[src/rtl/div_pkg.sv]
// Shared constants and FSM encoding for the memory-mapped divider peripheral.
package div_pkg;

  localparam int unsigned DIV_WIDTH  = 32;
  localparam int unsigned DIV_ADDR_W = 5;

  localparam logic [DIV_ADDR_W-1:0] DIV_A      = 5'h00;
  localparam logic [DIV_ADDR_W-1:0] DIV_B      = 5'h04;
  localparam logic [DIV_ADDR_W-1:0] DIV_CTRL   = 5'h08;
  localparam logic [DIV_ADDR_W-1:0] DIV_STATUS = 5'h0C;
  localparam logic [DIV_ADDR_W-1:0] DIV_Q      = 5'h10;
  localparam logic [DIV_ADDR_W-1:0] DIV_R      = 5'h14;

  typedef enum logic [1:0] {
    ST_IDLE   = 2'd0,
    ST_LOAD   = 2'd1,
    ST_SHIFT  = 2'd2,
    ST_FINISH = 2'd3
  } div_state_e;

endpackage

[src/rtl/div_core.sv]
// Sequential restoring unsigned divider: one quotient bit per clock.
module div_core
  import div_pkg::*;
#(
  parameter int unsigned WIDTH = DIV_WIDTH
) (
  input  logic             clk,
  input  logic             rst,
  input  logic             start,
  input  logic [WIDTH-1:0] a,
  input  logic [WIDTH-1:0] b,
  output logic             busy,
  output logic             done,
  output logic [WIDTH-1:0] q,
  output logic [WIDTH-1:0] r
);

  localparam int unsigned CNT_W = $clog2(WIDTH);

  div_state_e       state_q, state_d;
  logic [WIDTH-1:0] dvd_q, dvd_d;
  logic [WIDTH-1:0] dvs_q, dvs_d;
  logic [WIDTH-1:0] rem_q, rem_d;
  logic [WIDTH-1:0] quo_q, quo_d;
  logic [CNT_W-1:0] cnt_q, cnt_d;
  logic             busy_q, busy_d;
  logic             done_q, done_d;
  logic [WIDTH-1:0] q_q, q_d;
  logic [WIDTH-1:0] r_q, r_d;

  // Partial remainder is one bit wider than the operands so the compare cannot overflow.
  logic [WIDTH:0]   rem_sh;
  logic [WIDTH-1:0] rem_sub;

  always_ff @(posedge clk or posedge rst) begin
    if (rst) begin
      state_q <= ST_IDLE;
      dvd_q   <= '0;
      dvs_q   <= '0;
      rem_q   <= '0;
      quo_q   <= '0;
      cnt_q   <= '0;
      busy_q  <= 1'b0;
      done_q  <= 1'b0;
      q_q     <= '0;
      r_q     <= '0;
    end else begin
      state_q <= state_d;
      dvd_q   <= dvd_d;
      dvs_q   <= dvs_d;
      rem_q   <= rem_d;
      quo_q   <= quo_d;
      cnt_q   <= cnt_d;
      busy_q  <= busy_d;
      done_q  <= done_d;
      q_q     <= q_d;
      r_q     <= r_d;
    end
  end

  always_comb begin
    state_d = state_q;
    dvd_d   = dvd_q;
    dvs_d   = dvs_q;
    rem_d   = rem_q;
    quo_d   = quo_q;
    cnt_d   = cnt_q;
    busy_d  = busy_q;
    done_d  = done_q;
    q_d     = q_q;
    r_d     = r_q;
    rem_sh  = {rem_q, dvd_q[WIDTH-1]};
    rem_sub = rem_sh[WIDTH-1:0] - dvs_q;

    unique case (state_q)
      ST_IDLE: begin
        if (start) begin
          busy_d  = 1'b1;
          done_d  = 1'b0;
          state_d = ST_LOAD;
        end
      end
      ST_LOAD: begin
        dvd_d = a;
        dvs_d = b;
        rem_d = '0;
        quo_d = '0;
        cnt_d = CNT_W'(WIDTH - 1);
        if (b == '0) begin
          // Divide by zero follows the RISC-V result convention.
          quo_d   = '1;
          rem_d   = a;
          state_d = ST_FINISH;
        end else begin
          state_d = ST_SHIFT;
        end
      end
      ST_SHIFT: begin
        dvd_d = {dvd_q[WIDTH-2:0], 1'b0};
        if (rem_sh >= {1'b0, dvs_q}) begin
          rem_d = rem_sub;
          quo_d = {quo_q[WIDTH-2:0], 1'b1};
        end else begin
          rem_d = rem_sh[WIDTH-1:0];
          quo_d = {quo_q[WIDTH-2:0], 1'b0};
        end
        cnt_d = cnt_q - CNT_W'(1);
        if (cnt_q == '0) begin
          state_d = ST_FINISH;
        end
      end
      ST_FINISH: begin
        q_d     = quo_q;
        r_d     = rem_q;
        busy_d  = 1'b0;
        done_d  = 1'b1;
        state_d = ST_IDLE;
      end
      default: state_d = ST_IDLE;
    endcase
  end

  assign busy = busy_q;
  assign done = done_q;
  assign q    = q_q;
  assign r    = r_q;

endmodule

[src/rtl/peripheral_div.sv]
// Bus front end of the divider: operand registers, start decode and registered read mux.
module peripheral_div
  import div_pkg::*;
#(
  parameter int unsigned WIDTH = DIV_WIDTH
) (
  input  logic                  clk,
  input  logic                  rst,
  input  logic                  cs,
  input  logic                  rd,
  input  logic                  wr,
  input  logic [DIV_ADDR_W-1:0] addr,
  input  logic [WIDTH-1:0]      d_in,
  output logic [WIDTH-1:0]      d_out
);

  logic [WIDTH-1:0] a_q, a_d;
  logic [WIDTH-1:0] b_q, b_d;
  logic [WIDTH-1:0] d_out_q, d_out_d;
  logic             start_c;
  logic             busy;
  logic             done;
  logic [WIDTH-1:0] q;
  logic [WIDTH-1:0] r;

  assign start_c = cs && wr && (addr == DIV_CTRL) && d_in[0];

  div_core #(.WIDTH(WIDTH)) u_core (
    .clk   (clk),
    .rst   (rst),
    .start (start_c),
    .a     (a_q),
    .b     (b_q),
    .busy  (busy),
    .done  (done),
    .q     (q),
    .r     (r)
  );

  always_ff @(posedge clk or posedge rst) begin
    if (rst) begin
      a_q     <= '0;
      b_q     <= '0;
      d_out_q <= '0;
    end else begin
      a_q     <= a_d;
      b_q     <= b_d;
      d_out_q <= d_out_d;
    end
  end

  // Reads sample pre-edge register values; idle cycles drive zero for the OR-ed SoC read bus.
  always_comb begin
    a_d     = a_q;
    b_d     = b_q;
    d_out_d = '0;
    if (cs && wr) begin
      unique case (addr)
        DIV_A:   a_d = d_in;
        DIV_B:   b_d = d_in;
        default: ;
      endcase
    end
    if (cs && rd) begin
      unique case (addr)
        DIV_A:      d_out_d = a_q;
        DIV_B:      d_out_d = b_q;
        DIV_CTRL:   d_out_d = WIDTH'(busy);
        DIV_STATUS: d_out_d = WIDTH'({busy, done});
        DIV_Q:      d_out_d = q;
        DIV_R:      d_out_d = r;
        default:    d_out_d = '0;
      endcase
    end
  end

  assign d_out = d_out_q;

endmodule

[config.mk]
export PLATFORM = sky130hd
export DESIGN_NAME = peripheral_div
export DESIGN_NICKNAME = d
export VERILOG_FILES = /design/src/rtl/div_pkg.sv /design/src/rtl/div_core.sv /design/src/rtl/peripheral_div.sv
export SDC_FILE = /design/constraint.sdc
export NUM_CORES = 1
export LEC_CHECK = 0
export BUFFER_PORTS_ARGS = -buffer_cell sky130_fd_sc_hd__buf_2
export CORE_UTILIZATION = 55
export CTS_BUF_LIST = sky130_fd_sc_hd__clkbuf_4 sky130_fd_sc_hd__clkbuf_8 sky130_fd_sc_hd__clkbuf_16
export DETAILED_ROUTE_END_ITERATION = 12
export HOLD_SLACK_MARGIN = 0.12
export PLACE_DENSITY = 0.76
export SETUP_SLACK_MARGIN = 0.02
export SYNTH_ARGS = -nofsm -noshare
export SYNTH_HDL_FRONTEND = slang
export SYNTH_SLANG_ARGS = --single-unit
[constraint.sdc]
create_clock -name clk -period 8.55 [get_ports clk]
set_input_delay 0.855 -clock clk [delete_from_list [all_inputs] [get_ports clk]]
set_output_delay 0.855 -clock clk [all_outputs]
set_load 0.005 [all_outputs]
# Yosys cells after proc, flatten, opt, wreduce, memory -nomap -nowiden
# Cells that the tools add are included.
dict set report totals {
  ff_bits 297
  inputBits 42
  wordCells 58
}
dict set report classes {
  n_addsub 2
  magnitude_cmp 1
  n_eq_ne 10
  mux 18
  n_reduce_logical 14
}
# cell n
set ops {}
lappend ops {{$pmux 32 s2} 3}
lappend ops {{$pmux 32 s6} 1}
lappend ops {{$mux 32} 4}
lappend ops {{$ge 33x32->1} 1}
lappend ops {{$logic_not 32->1} 1}
lappend ops {{$sub 32x32->32} 1}
lappend ops {{$eq 5x4->1 const B} 2}
lappend ops {{$eq 5x5->1 const B} 2}
lappend ops {{$logic_not 5->1} 2}
lappend ops {{$pmux 5 s2} 1}
lappend ops {{$pmux 2 s4} 1}
lappend ops {{$reduce_and 2->1} 4}
lappend ops {{$eq 5x3->1 const B} 1}
lappend ops {{$sub 5x1->5 const B} 1}
lappend ops {{$eq 2x2->1 const B} 2}
lappend ops {{$logic_and 1x1->1} 4}
lappend ops {{$mux 1} 4}
lappend ops {{$mux 2} 2}
lappend ops {{$pmux 1 s2} 2}
lappend ops {{$reduce_bool 2->1} 2}
lappend ops {{$eq 2x1->1 const B} 1}
lappend ops {{$logic_not 2->1} 1}
lappend ops {{$ne 2x1->1 const B} 1}
lappend ops {{$ne 2x2->1 const B} 1}

# Depth between registers and ports, before layout
# Gate-level depths: netlist (run 1).
dict set report depth {
  ltp_word 5
  mapped_depth 13
  depth_no_buf 11
}

# By module
# A second synthesis (run 1) with hierarchy kept.
dict set report unflattened {
  cells_unflattened 1429
  area_unflattened_um2 15008.1
}
# mod instances cells_per_inst area_per_inst_um2
set by_module_without_submodules {}
lappend by_module_without_submodules {div_core 1 1093 10613.9}
lappend by_module_without_submodules {peripheral_div 1 336 4394.2}

# Least setup slack after synthesis (run 1)
# OpenSTA, ideal clock, no wires.
dict set report synth_path {
  kind {reg2reg}
  from {register u_core.dvs_q[0]}
  to {register u_core.rem_q[20]}
  t_arrival_ns 2.466
  required_ns 8.464
  slack_ns 5.998
  path_stages_with_launch 11
  n_path_buf 0
  synth_period_minus_slack_ns 2.552
  cell_sequence {dfrtp_1 > ha_1 > fa_1 > nand2b_1 > a21o_1 > a211o_1 > a2111oi_2 > nor2_1 > xor2_1 > and3_1 > nor3_1}
}
dict set report synth_via {
  elab_chain_len 3
  word_cells_on_any_way 4
}
# item line
set synth_rtl {}
lappend synth_rtl {{from (decl)} div_core.sv:22} ;# logic [WIDTH-1:0] dvs_q, dvs_d;
lappend synth_rtl {{from (signal assigned)} div_core.sv:50} ;# dvs_q <= dvs_d;
lappend synth_rtl {{$sub 32x32->32 / $ge 33x32->1 (equally long branches)} {div_core.sv:73, div_core.sv:100}}
lappend synth_rtl {{$mux 32 *} div_core.sv:100} ;# if (rem_sh >= {1'b0, dvs_q}) begin
lappend synth_rtl {{$pmux 32 s2 *} div_core.sv:75} ;# unique case (state_q)
lappend synth_rtl {{to (signal assigned)} div_core.sv:51} ;# rem_q <= rem_d;
lappend synth_rtl {{to (decl)} div_core.sv:23} ;# logic [WIDTH-1:0] rem_q, rem_d;
# Every way passes the cells marked *; elsewhere a longest branch is shown, timed or not.
# A chain may end at the register's enable or synchronous reset.

# Worst setup path in the final report (run 1)
dict set report layout_path {
  from {register u_core.rem_q[1]}
  to {register u_core.rem_q[18]}
}
dict set report layout_via {
  elab_chain_len 3
  word_cells_on_any_way 4
}
# item line
set layout_rtl {}
lappend layout_rtl {{$sub 32x32->32 / $ge 33x32->1 (equally long branches)} {div_core.sv:73, div_core.sv:100}}
lappend layout_rtl {{$mux 32 *} div_core.sv:100}
lappend layout_rtl {{$pmux 32 s2 *} div_core.sv:75}
# Marked as above.

==> out/qor.yml, run 1 <==
status:
  outcome: "finished, violations left"
  violations: "DRC"
cts:
  cts_inserted_buffers: 31
  cts_tree: "built"
  cts-root-buf: "clkbuf_16"
  clk_pin_slew_worst_paths_ns: 0.06
  cts.path.max_buffers: 3
  htree_levels: 1
  cts_resized: 0
  cts_setup_buffers: 0
  clock-sinks: 297
  cts_hold_buf: 0
  clk_latency_ns: 0.55
yosys:
  synth_nets: 1490
  synth_area_leader_cell: "dfrtp_1"
  synth_cell_types: 65
  synth-main-ff-cell: "dfrtp_1"
  syn_area_um2: 14900
  synth.area.top_cells: "dfrtp_1, mux2_2, mux2i_1, a21oi_1, ha_1"
  ys_async_sr_fraction_pct: 100
  synth.yosys.warnings: 0
  synth-edff-count: 0
  synth_top_area_share_pct: 50.0
  postSynthAreaPerCell_um2: 10.6
  synth_commonest_cells: "dfrtp_1, a21oi_1, mux2_2"
  syn_inst: 1408
  ys_seq_area_share_pct: 50.0
  synth_most_common_cell: "dfrtp_1"
  synth.ff_latch_count: 297
floorplanning:
  dieArea_um2: 27700
  rows: 59
  initial_core_util_pct: 56.5
  io_pins: 74
  core_area_um2: 26300
  fp.dieH_um: 166
  chipWidth_um: 166
route:
  drc: 1
  drt-total-wl_mm: 38.5
  drt-pass1-iter-count: 9
  dr_total_vias: 11200
  first_iter_violations: 1020
  wire_per_inst_um: 21.3
  vias_per_cell: 6.22
  ant_nets: 0
place:
  placed_cell_area_um2: 15500
  dp_hpwl_mm: 26.1
  gp_congestion: 0.868
  io_buffers: 73
setup_path:
  path_delay_family: "compound AO/OA/AOI/OAI gates"
  path_depth: 10
  crit_end: "u_core.rem_q[18]$_DFFE_PP0P_"
  critPathLaunchType: "flip-flop"
  cp_cell_sequence: "ha_1 > o211ai_1 > a21oi_1 > o31a_2 > a21oi_4 > o31ai_4 > and2_1 > buf_4 > mux2i_1 > o221ai_1"
  critPathMaxStageDelay_ns: 0.45
  criticalPathCategory: "flip-flop to flip-flop"
  cp-end-kind: "flip-flop"
  cp.arrival_ns: 3.78
  rr_worst_depth: 10
  crit_required_ns: 8.93
  critical_path.startpoint: "u_core.rem_q[1]$_DFFE_PP0P_"
  rr_endpoint: "u_core.rem_q[18]$_DFFE_PP0P_"
  rrSetupSlack_ns: 5.14
  cp_max_fo: 31
  slowest_stage: "ha_1"
  crit_buf_inv: 1
  reg2reg_from: "u_core.rem_q[1]$_DFFE_PP0P_"
timing:
  finalCritPeriodShare_pct: 39.8
  fin_skew_ns: 0.0120
  tightest_slew_ns: 1.20
  drv_slew: 0
  setup-violations-final: 0
  hold_viol: 0
  rsz0062_at_grt: "no"
  finalCriticalPeriod_ns: 3.41
  slew_headroom_pct: 19.5
  max_freq_mhz: 294
  setup_tns_ns: 0
cells_and_area:
  antenna_cells: 0
  nets: 1525
  synthToLayoutAreaGrowth_pct: 11.1
  layout-drive-gt1-share_pct: 20.3
  final_area_um2: 16500
flow_run:
  maxCapViolCount: 0
global_route:
  grt_pass1_vias: 11000
  grt_max_degree: 196
  grt_pass1_wl_mm: 61.6
  antenna_found_initial: 0
  grt_usage_pct: 28.2
  grt_overflow: 0
power_and_ir_drop:
  irDropWorstVdd_mv: 0.244
  clock_power_share_pct: 18.5
  p_sw_w: 0.00319
  seq_power_share_pct: 30.7
  switching_share_pct: 43.4
  pwr-share-comb_pct: 50.8
  powerDensity_nw_per_um2: 445
  total_leakage_power_nw: 7.66
  power.internal_w: 0.00416
worst_hold_path:
  min_path_type: "primary input to async pin"
==> final cells by class <==
cell class	count	area [um2]
Clock buffer	40	887
Clock inverter	17	165
Inverter	51	195
Timing Repair Buffer	89	500
Tap cell	335	419
Fill cell	2112	9770
Multi-Input combinational cell	973	6910
Sequential cell	297	7430
==> state kept, by name, summed over array words and instances (netlist names) <==
register        flops
a_q                32
b_q                32
d_out              32
u_core.dvd_q       32
u_core.dvs_q       32
u_core.q           32
u_core.quo_q       32
u_core.r           32
u_core.rem_q       32
u_core.cnt_q        5
u_core.state_q      2
u_core.busy         1
u_core.done         1
==> metal layers <==
metal	wire [um]	GRT usage (%)	up-vias
met5	0	0	-
met4	661	6.12	0
met2	16700	41.9	376
met1	18300	43.4	5656
li1	-	-	5118
met3	2720	4.65	52
==> worst register-to-register path, delay by kind of cell, from the launching register on <==
family	cells	cell delay [ns]
buf+inv	1	0.43
flops	1	0.44
fa+ha+maj	1	0.45
simple gates	1	0.24
mux	1	0.33
compound gates	6	1.34
==> cell usage in the layout, fill, tap and decap left out, types with 6 or more instances in the layout <==
cell        netlist  final
a21oi_1         168    168
clkinvlp_4        0      7
nand4_1           9      9
ha_1             39     35
a31oi_1          10     10
nor3_1           11      9
buf_4             2     16
buf_2             6     72
nand2_1          90     90
o22a_1           30     30
xnor2_1          16     16
clkbuf_16         0     31
and3_1           18     18
inv_1            50     49
mux2i_1         114    114
clkbuf_8          0      7
nand2b_1          8      8
a21o_1            9      9
nor4_1           13     13
nand3_1          17     17
dfrtp_1         297    297
mux2_2          130    130
o21ai_1          17     17
and2_1            6      6
nor2_1          122    122
o21ai_0          67     67
xor2_1            9      9
==> cells by family (layout without fill, tap and decap cells) <==
family | Yosys count | in the layout | share of synthesized area, %
mux | 244 | 244 | 17.5
fa+ha+maj | 40 | 40 | 3.42
simple gates | 310 | 310 | 9.48
compound gates | 354 | 354 | 14.3
buf+inv | 138 | 197 | 3.75
xor+xnor | 25 | 25 | 1.47
flops | 297 | 297 | 50.0
==> worst min-delay path by stage <==
stage	startpoint	to	slack, ns	cells after the start
floorplan	u_core.cnt_q[3]$_DFFE_PP0P_	u_core.cnt_q[3]$_DFFE_PP0P_	0.45	1
global placement	u_core.cnt_q[3]$_DFFE_PP0P_	u_core.cnt_q[3]$_DFFE_PP0P_	0.47	1
detailed placement	u_core.cnt_q[3]$_DFFE_PP0P_	u_core.cnt_q[3]$_DFFE_PP0P_	0.49	1
CTS	u_core.cnt_q[3]$_DFFE_PP0P_	u_core.cnt_q[3]$_DFFE_PP0P_	0.50	1
global route	u_core.r[4]$_DFFE_PP0P_	u_core.r[4]$_DFFE_PP0P_	0.52	1
finish	rst	a_q[10]$_DFFE_PP0P_	0.49	3
==> power groups by stage <==
stage | combinational [W] | clock [W] | sequential, W
CTS | 0.00369 | 0.00138 | 0.00224
detailed placement | 0.00366 | 0 | 0.00226
global route | 0.00412 | 0.00144 | 0.00230
finish | 0.00374 | 0.00136 | 0.00226
floorplan | 0.00295 | 0 | 0.00211
global placement | 0.00361 | 0 | 0.00225
==> per-stage QoR <==
step / setup slack (ns) / hold WS, ns / util (%) / power, W / cells
after global routing: 5.03 / 0.518 / 62.8 / 0.00786 / 1802
after floorplan: 3.75 / 0.451 / - / 0.00506 / 1408
after detailed placement: 5.25 / 0.487 / 58.8 / 0.00592 / 1745
after global placement: 5.32 / 0.472 / 58.8 / 0.00586 / 1745
after CTS: 5.20 / 0.498 / 62.8 / 0.00731 / 1802
final: 5.14 / 0.493 / 62.8 / 0.00735 / 1802
Power figures use the tool's default switching activity.
==> run 2: changes to the inputs <==
==> constraint.sdc (replaced) <==
create_clock -name clk -period 2.8 [get_ports clk]
set_input_delay 0.28 -clock clk [delete_from_list [all_inputs] [get_ports clk]]
set_output_delay 0.28 -clock clk [all_outputs]
set_load 0.005 [all_outputs]
==> run 2 against run 1 <==
The run still ends with DRC left. Sequential share of layout area fell by 2.3 points. Register-to-register slack got worse by 5.1 ns. Sequential power rose to 3.0 times the previous value. Wire length rose by 5.1%. Combinational power rose to 3.4 times the previous value. Die area did not move. Utilization rose by 3.4 points. Cell area rose by 5.4%. Critical path type unchanged. Critical endpoint is now u_core.rem_q[20]$_DFFE_PP0P_. Largest cell class unchanged.
==> out/qor.yml, run 2 (synthesis gave the netlist of run 1 again) <==
floorplanning:
  chipWidth_um: 166
  fp.dieH_um: 166
  core_area_um2: 26300
  rows: 59
  initial_core_util_pct: 56.5
  io_pins: 74
  dieArea_um2: 27700
route:
  first_iter_violations: 1030
  wire_per_inst_um: 21.5
  drt-pass1-iter-count: 9
  drc: 1
  drt-total-wl_mm: 40.4
  vias_per_cell: 6.24
  dr_total_vias: 11700
  ant_nets: 0
timing:
  max_freq_mhz: 369
  hold-worst-slack_ns: 0.214
  fin_skew_ns: 0.0172
  hold_viol: 0
  slew_headroom_pct: 35.9
  drv_slew: 0
  finalCritPeriodShare_pct: 96.8
  tightest_slew_ns: 0.959
  setup-violations-final: 0
  rsz0062_at_grt: "yes"
  finalCriticalPeriod_ns: 2.71
worst_hold_path:
  min_path_type: "primary input to flip-flop"
cells_and_area:
  seqCellArea_um2: 7430
  synthToLayoutAreaGrowth_pct: 17.1
  layout-drive-gt1-share_pct: 23.1
  nets: 1603
  multi_input_area_um2: 7000
  layout_common_cells: "dfrtp_1, a21oi_1, mux2_2"
  fill_cells: 1957
  antenna_cells: 0
  final_cells: 1880
  layout_commonest_cell: "dfrtp_1"
cts:
  cts_inserted_buffers: 30
  clk_latency_ns: 0.56
  clk_pin_slew_worst_paths_ns: 0.06
  cts.path.max_buffers: 3
  cts_tree: "built"
  clock-sinks: 297
  htree_levels: 1
  cts-root-buf: "clkbuf_16"
global_route:
  grt_max_degree: 114
  grt_overflow: 0
  grt_pass1_wl_mm: 65.2
  grt_pass1_vias: 11600
  antenna_found_initial: 3
  grt_usage_pct: 29.7
setup_path:
  path_delay_family: "compound AO/OA/AOI/OAI gates"
  criticalPathCategory: "flip-flop to flip-flop"
  cp.arrival_ns: 3.18
  cp_cell_sequence: "ha_4 > fa_2 > nand2b_4 > a21o_1 > a211o_1 > a2111oi_4 > nor2_2 > xor2_1 > and3_1 > nor3_1"
  crit_required_ns: 3.27
  critPathLaunchType: "flip-flop"
  cp_max_fo: 3
  cp-end-kind: "flip-flop"
  crit_buf_inv: 0
  critPathMaxStageDelay_ns: 0.42
  slowest_stage: "dfrtp_1"
flow_run:
  maxCapViolCount: 0
power_and_ir_drop:
  irDropWorstVdd_mv: 1.02
  powerDensity_nw_per_um2: 1360
  total_power_w: 0.0236
  total_leakage_power_nw: 8.08
status:
  violations: "DRC"
  outcome: "finished, violations left"
place:
  io_buffers: 73
  dp_hpwl_mm: 27.5
  gp_congestion: 0.929
  dp_cells: 1783
## run 2: cell count changes in the layout (fill, tap and decap cells not counted), sizes merged
cell	delta
buf	+43
dlygate4sd3	+36
clkinvlp	-2
inv	-1
bufinv	+1
clkbuf	-2
clkinv	+3
## run 2: power by group
group	total (W)	leakage [nW]	switching, W	internal [W]
combinational	0.0126	3.71	0.00730	0.00526
sequential	0.00685	3.85	0.00107	0.00577
clock	0.00418	0.516	0.00172	0.00246
total	0.0236	8.08	0.0101	0.0135
## run 2: final timing paths
path	slack, ns	end	cells past startpoint	startpoint
max in group asynchronous	1.49	u_core.q[30]$_DFFE_PP0P_	4	rst
min in group asynchronous	0.48	a_q[7]$_DFFE_PP0P_	3	rst
hold / removal	0.21	d_out[0]$_DFF_PP0_	4	addr[0]
hold reg to reg	0.49	u_core.cnt_q[3]$_DFFE_PP0P_	1	u_core.cnt_q[3]$_DFFE_PP0P_
setup / recovery	0.09	u_core.rem_q[20]$_DFFE_PP0P_	10	u_core.dvs_q[0]$_DFFE_PP0P_
setup reg to reg	0.09	u_core.rem_q[20]$_DFFE_PP0P_	10	u_core.dvs_q[0]$_DFFE_PP0P_
## run 2: area by class of cell
| class | count | share of cell area [%] |
|---|---|---|
| clock inverters | 18 | 1.03 |
| inverters | 51 | 1.12 |
| clock buffers | 38 | 4.98 |
| multi-input cells | 973 | 40.3 |
| well taps | 335 | 2.41 |
| repair buffers | 168 | 7.49 |
| flip-flops and latches | 297 | 42.7 |
## run 2: repair_timing
| item | CTS | global route |
|---|---|---|
| pin swaps | 0 | 9 |
| hold buffers | 36 | 0 |
| buffers inserted | 0 | 5 |
| hold endpoints to repair | 91 | 0 |
| endpoints found under the setup margin | 2 | 32 |
| gates resized for setup | 1 | 24 |
## run 2: tightest hold or removal path, cell delays in order
cell	delay, ns
buf_2	0.11
nor4_1	0.09
a21oi_1	0.18
nor2_1	0.06
## run 2: routing by layer
| metal | GRT usage (%) | share of wire [%] | up-vias |
|---|---|---|---|
| li1 | - | - | 5281 |
| met1 | 44.3 | 44 | 5891 |
| met2 | 45.1 | 45 | 485 |
| met3 | 5.17 | 8.4 | 68 |
| met4 | 7.65 | 2.0 | 4 |
| met5 | 0 | 0.064 | - |
## run 2: stage by stage
| stage | util (%) | worst slack [ns] | area, um2 | TNS, ns |
|---|---|---|---|---|
| finish | 66.2 | 0.0895 | 17400 | 0 |
| floorplan | - | -1.43 | 14900 | -423.25 |
| global route | 66.2 | -0.0182 | 17400 | -0.0296 |
| detailed placement | 60.3 | 0.0175 | 15900 | 0 |
| CTS | 65.7 | 0.0354 | 17300 | 0 |
| global placement | 60.3 | 0.0466 | 15900 | 0 |
==> run 3: changes to the inputs <==
--- a/config.mk
+++ b/config.mk
@@ -6,6 +6,7 @@
 export NUM_CORES = 1
 export LEC_CHECK = 0
 export BUFFER_PORTS_ARGS = -buffer_cell sky130_fd_sc_hd__buf_2
+export CORE_MARGIN = 5
 export CORE_UTILIZATION = 55
 export CTS_BUF_LIST = sky130_fd_sc_hd__clkbuf_4 sky130_fd_sc_hd__clkbuf_8 sky130_fd_sc_hd__clkbuf_16
 export DETAILED_ROUTE_END_ITERATION = 12
==> constraint.sdc (replaced) <==
create_clock -name clk -period 2.4 [get_ports clk]
set_input_delay 0.24 -clock clk [delete_from_list [all_inputs] [get_ports clk]]
set_output_delay 0.24 -clock clk [all_outputs]
set_load 0.005 [all_outputs]
==> run 3 against run 2 <==
Sequential power is 16% higher. Power is 45% higher. Global-route usage is 0.97 points lower. The run ends with setup timing left. Largest power group unchanged.
==> out/qor.yml, run 3 (synthesis gave the netlist of run 1 again) <==
cells_and_area:
  layout_common_cells: "dfrtp_1, buf_4, a21oi_1"
  layout-drive-gt1-share_pct: 35.7
  fill_cells: 1676
  synthToLayoutAreaGrowth_pct: 30.5
  layout_commonest_cell: "dfrtp_1"
  nets: 1750
  antenna_cells: 0
floorplanning:
  chipWidth_um: 174
  core_area_um2: 26800
  initial_core_util_pct: 55.4
  dieArea_um2: 30400
  io_pins: 74
  rows: 60
  fp.dieH_um: 174
timing:
  fin_skew_ns: 0.0175
  tightest_slew_ns: 1.04
  finalCriticalPeriod_ns: 2.69
  rsz0062_at_grt: "yes"
  hold_viol: 0
  drv_slew: 0
  hold-worst-slack_ns: 0.148
  fin_ws_ns: -0.294
  slew_headroom_pct: 30.4
  max_freq_mhz: 371
  setup-violations-final: 26
  finalCritPeriodShare_pct: 112
route:
  dr_total_vias: 12800
  ant_nets: 0
  drt-pass1-iter-count: 6
  drc: 0
  wire_per_inst_um: 22.5
  first_iter_violations: 1401
  drt-total-wl_mm: 45.7
  vias_per_cell: 6.30
power_and_ir_drop:
  total_leakage_power_nw: 8.93
  irDropWorstVdd_mv: 1.33
  powerDensity_nw_per_um2: 1770
place:
  gp_congestion: 0.916
  post-place-ws_ns: -0.364
  io_buffers: 73
  dp_hpwl_mm: 29.5
cts:
  cts-root-buf: "clkbuf_16"
  clk_pin_slew_worst_paths_ns: 0.07
  htree_levels: 1
  cts_inserted_buffers: 30
  clock-sinks: 297
  clk_latency_ns: 0.56
  cts_tree: "built"
  cts.path.max_buffers: 3
global_route:
  grt_max_degree: 84
  grt_usage_pct: 28.8
  grt_pass1_wl_mm: 71.2
  antenna_found_initial: 0
  grt_overflow: 0
  grt_pass1_vias: 12900
setup_path:
  cp.arrival_ns: 3.18
  critPathLaunchType: "flip-flop"
  cp_cell_sequence: "ha_4 > fa_2 > nand2b_4 > a21o_1 > a211o_4 > a2111oi_4 > buf_4 > o21ai_2 > xnor2_1 > nand2_1 > a21oi_2"
  crit_required_ns: 2.89
  cp_max_fo: 3
  criticalPathCategory: "flip-flop to flip-flop"
  slowest_stage: "dfrtp_1"
  cp-end-kind: "flip-flop"
  critPathMaxStageDelay_ns: 0.42
status:
  outcome: "finished, violations left"
  violations: "setup timing"
worst_hold_path:
  min_path_type: "primary input to flip-flop"
flow_run:
  maxCapViolCount: 0
run 3: cell types whose count changed in the layout (fill, tap and decap cells not counted), sizes merged:
cell,delta
buf,+147
clkbuf,+5
clkinv,-4
clkinvlp,-3
bufinv,-1
run 3: where the power goes:
group | switching (W) | internal [W]
sequential | 0.00119 | 0.00674
combinational | 0.0115 | 0.0102
clock | 0.00196 | 0.00280
run 3: final timing paths:
check	slack (ns)	cells after the start	start	to
worst max-delay path	-0.29	11	u_core.dvs_q[0]$_DFFE_PP0P_	u_core.rem_q[24]$_DFFE_PP0P_
min in group asynchronous	0.48	3	rst	b_q[14]$_DFFE_PP0P_
worst min-delay path	0.15	4	addr[1]	d_out[0]$_DFF_PP0_
max in group asynchronous	1.15	4	rst	u_core.q[9]$_DFFE_PP0P_
worst max register to register	-0.29	11	u_core.dvs_q[0]$_DFFE_PP0P_	u_core.rem_q[24]$_DFFE_PP0P_
worst min register to register	0.49	1	u_core.cnt_q[3]$_DFFE_PP0P_	u_core.cnt_q[3]$_DFFE_PP0P_
run 3: layer usage:
layer | vias up | part of all wire, % | global-route usage [%]
li1 | 5566 | - | -
met1 | 6350 | 41 | 41.5
met2 | 731 | 46 | 44.7
met3 | 149 | 9.7 | 5.63
met4 | 0 | 3.3 | 8.15
met5 | - | 0 | 0
run 3: cell type report:
type	count	area (um2)	share of cell area, %
well taps	341	427	2.20
inverters	51	195	1.01
flip-flops and latches	297	7430	38.3
clock inverters	10	106	0.548
multi-input cells	973	7800	40.2
repair buffers	315	2530	13.1
clock buffers	43	897	4.63
run 3: through the flow:
stage               power, W  std cells  util [%]  area [um2]  TNS, ns
floorplan             0.0184       1408         -       15000  -531.60
global placement      0.0238       1915      63.2       16900    -2.59
detailed placement    0.0243       1915      63.2       16900    -4.29
CTS                   0.0319       2023      70.8       19000    -2.16
global route          0.0361       2030      72.4       19400    -6.70
finish                0.0343       2030      72.4       19400    -3.44
run 3: repair_timing:
| action | 4_1_cts | 5_1_grt |
|---|---|---|
| cloned | 4 | 0 |
| hold buffers | 36 | 0 |
| pin swaps | 47 | 43 |
| resized for setup | 91 | 82 |
| buffers inserted | 15 | 12 |
| endpoints found under the hold margin | 83 | 0 |
| endpoints found under the setup margin | 33 | 39 |
run 3: critical path, delay by kind of cell, from the launching register on:
kind	cells	cell delay [ns]
compound gates	5	1.09
xor+xnor	1	0.17
fa+ha+maj	2	0.52
buf+inv	1	0.18
flops	1	0.42
simple gates	2	0.24
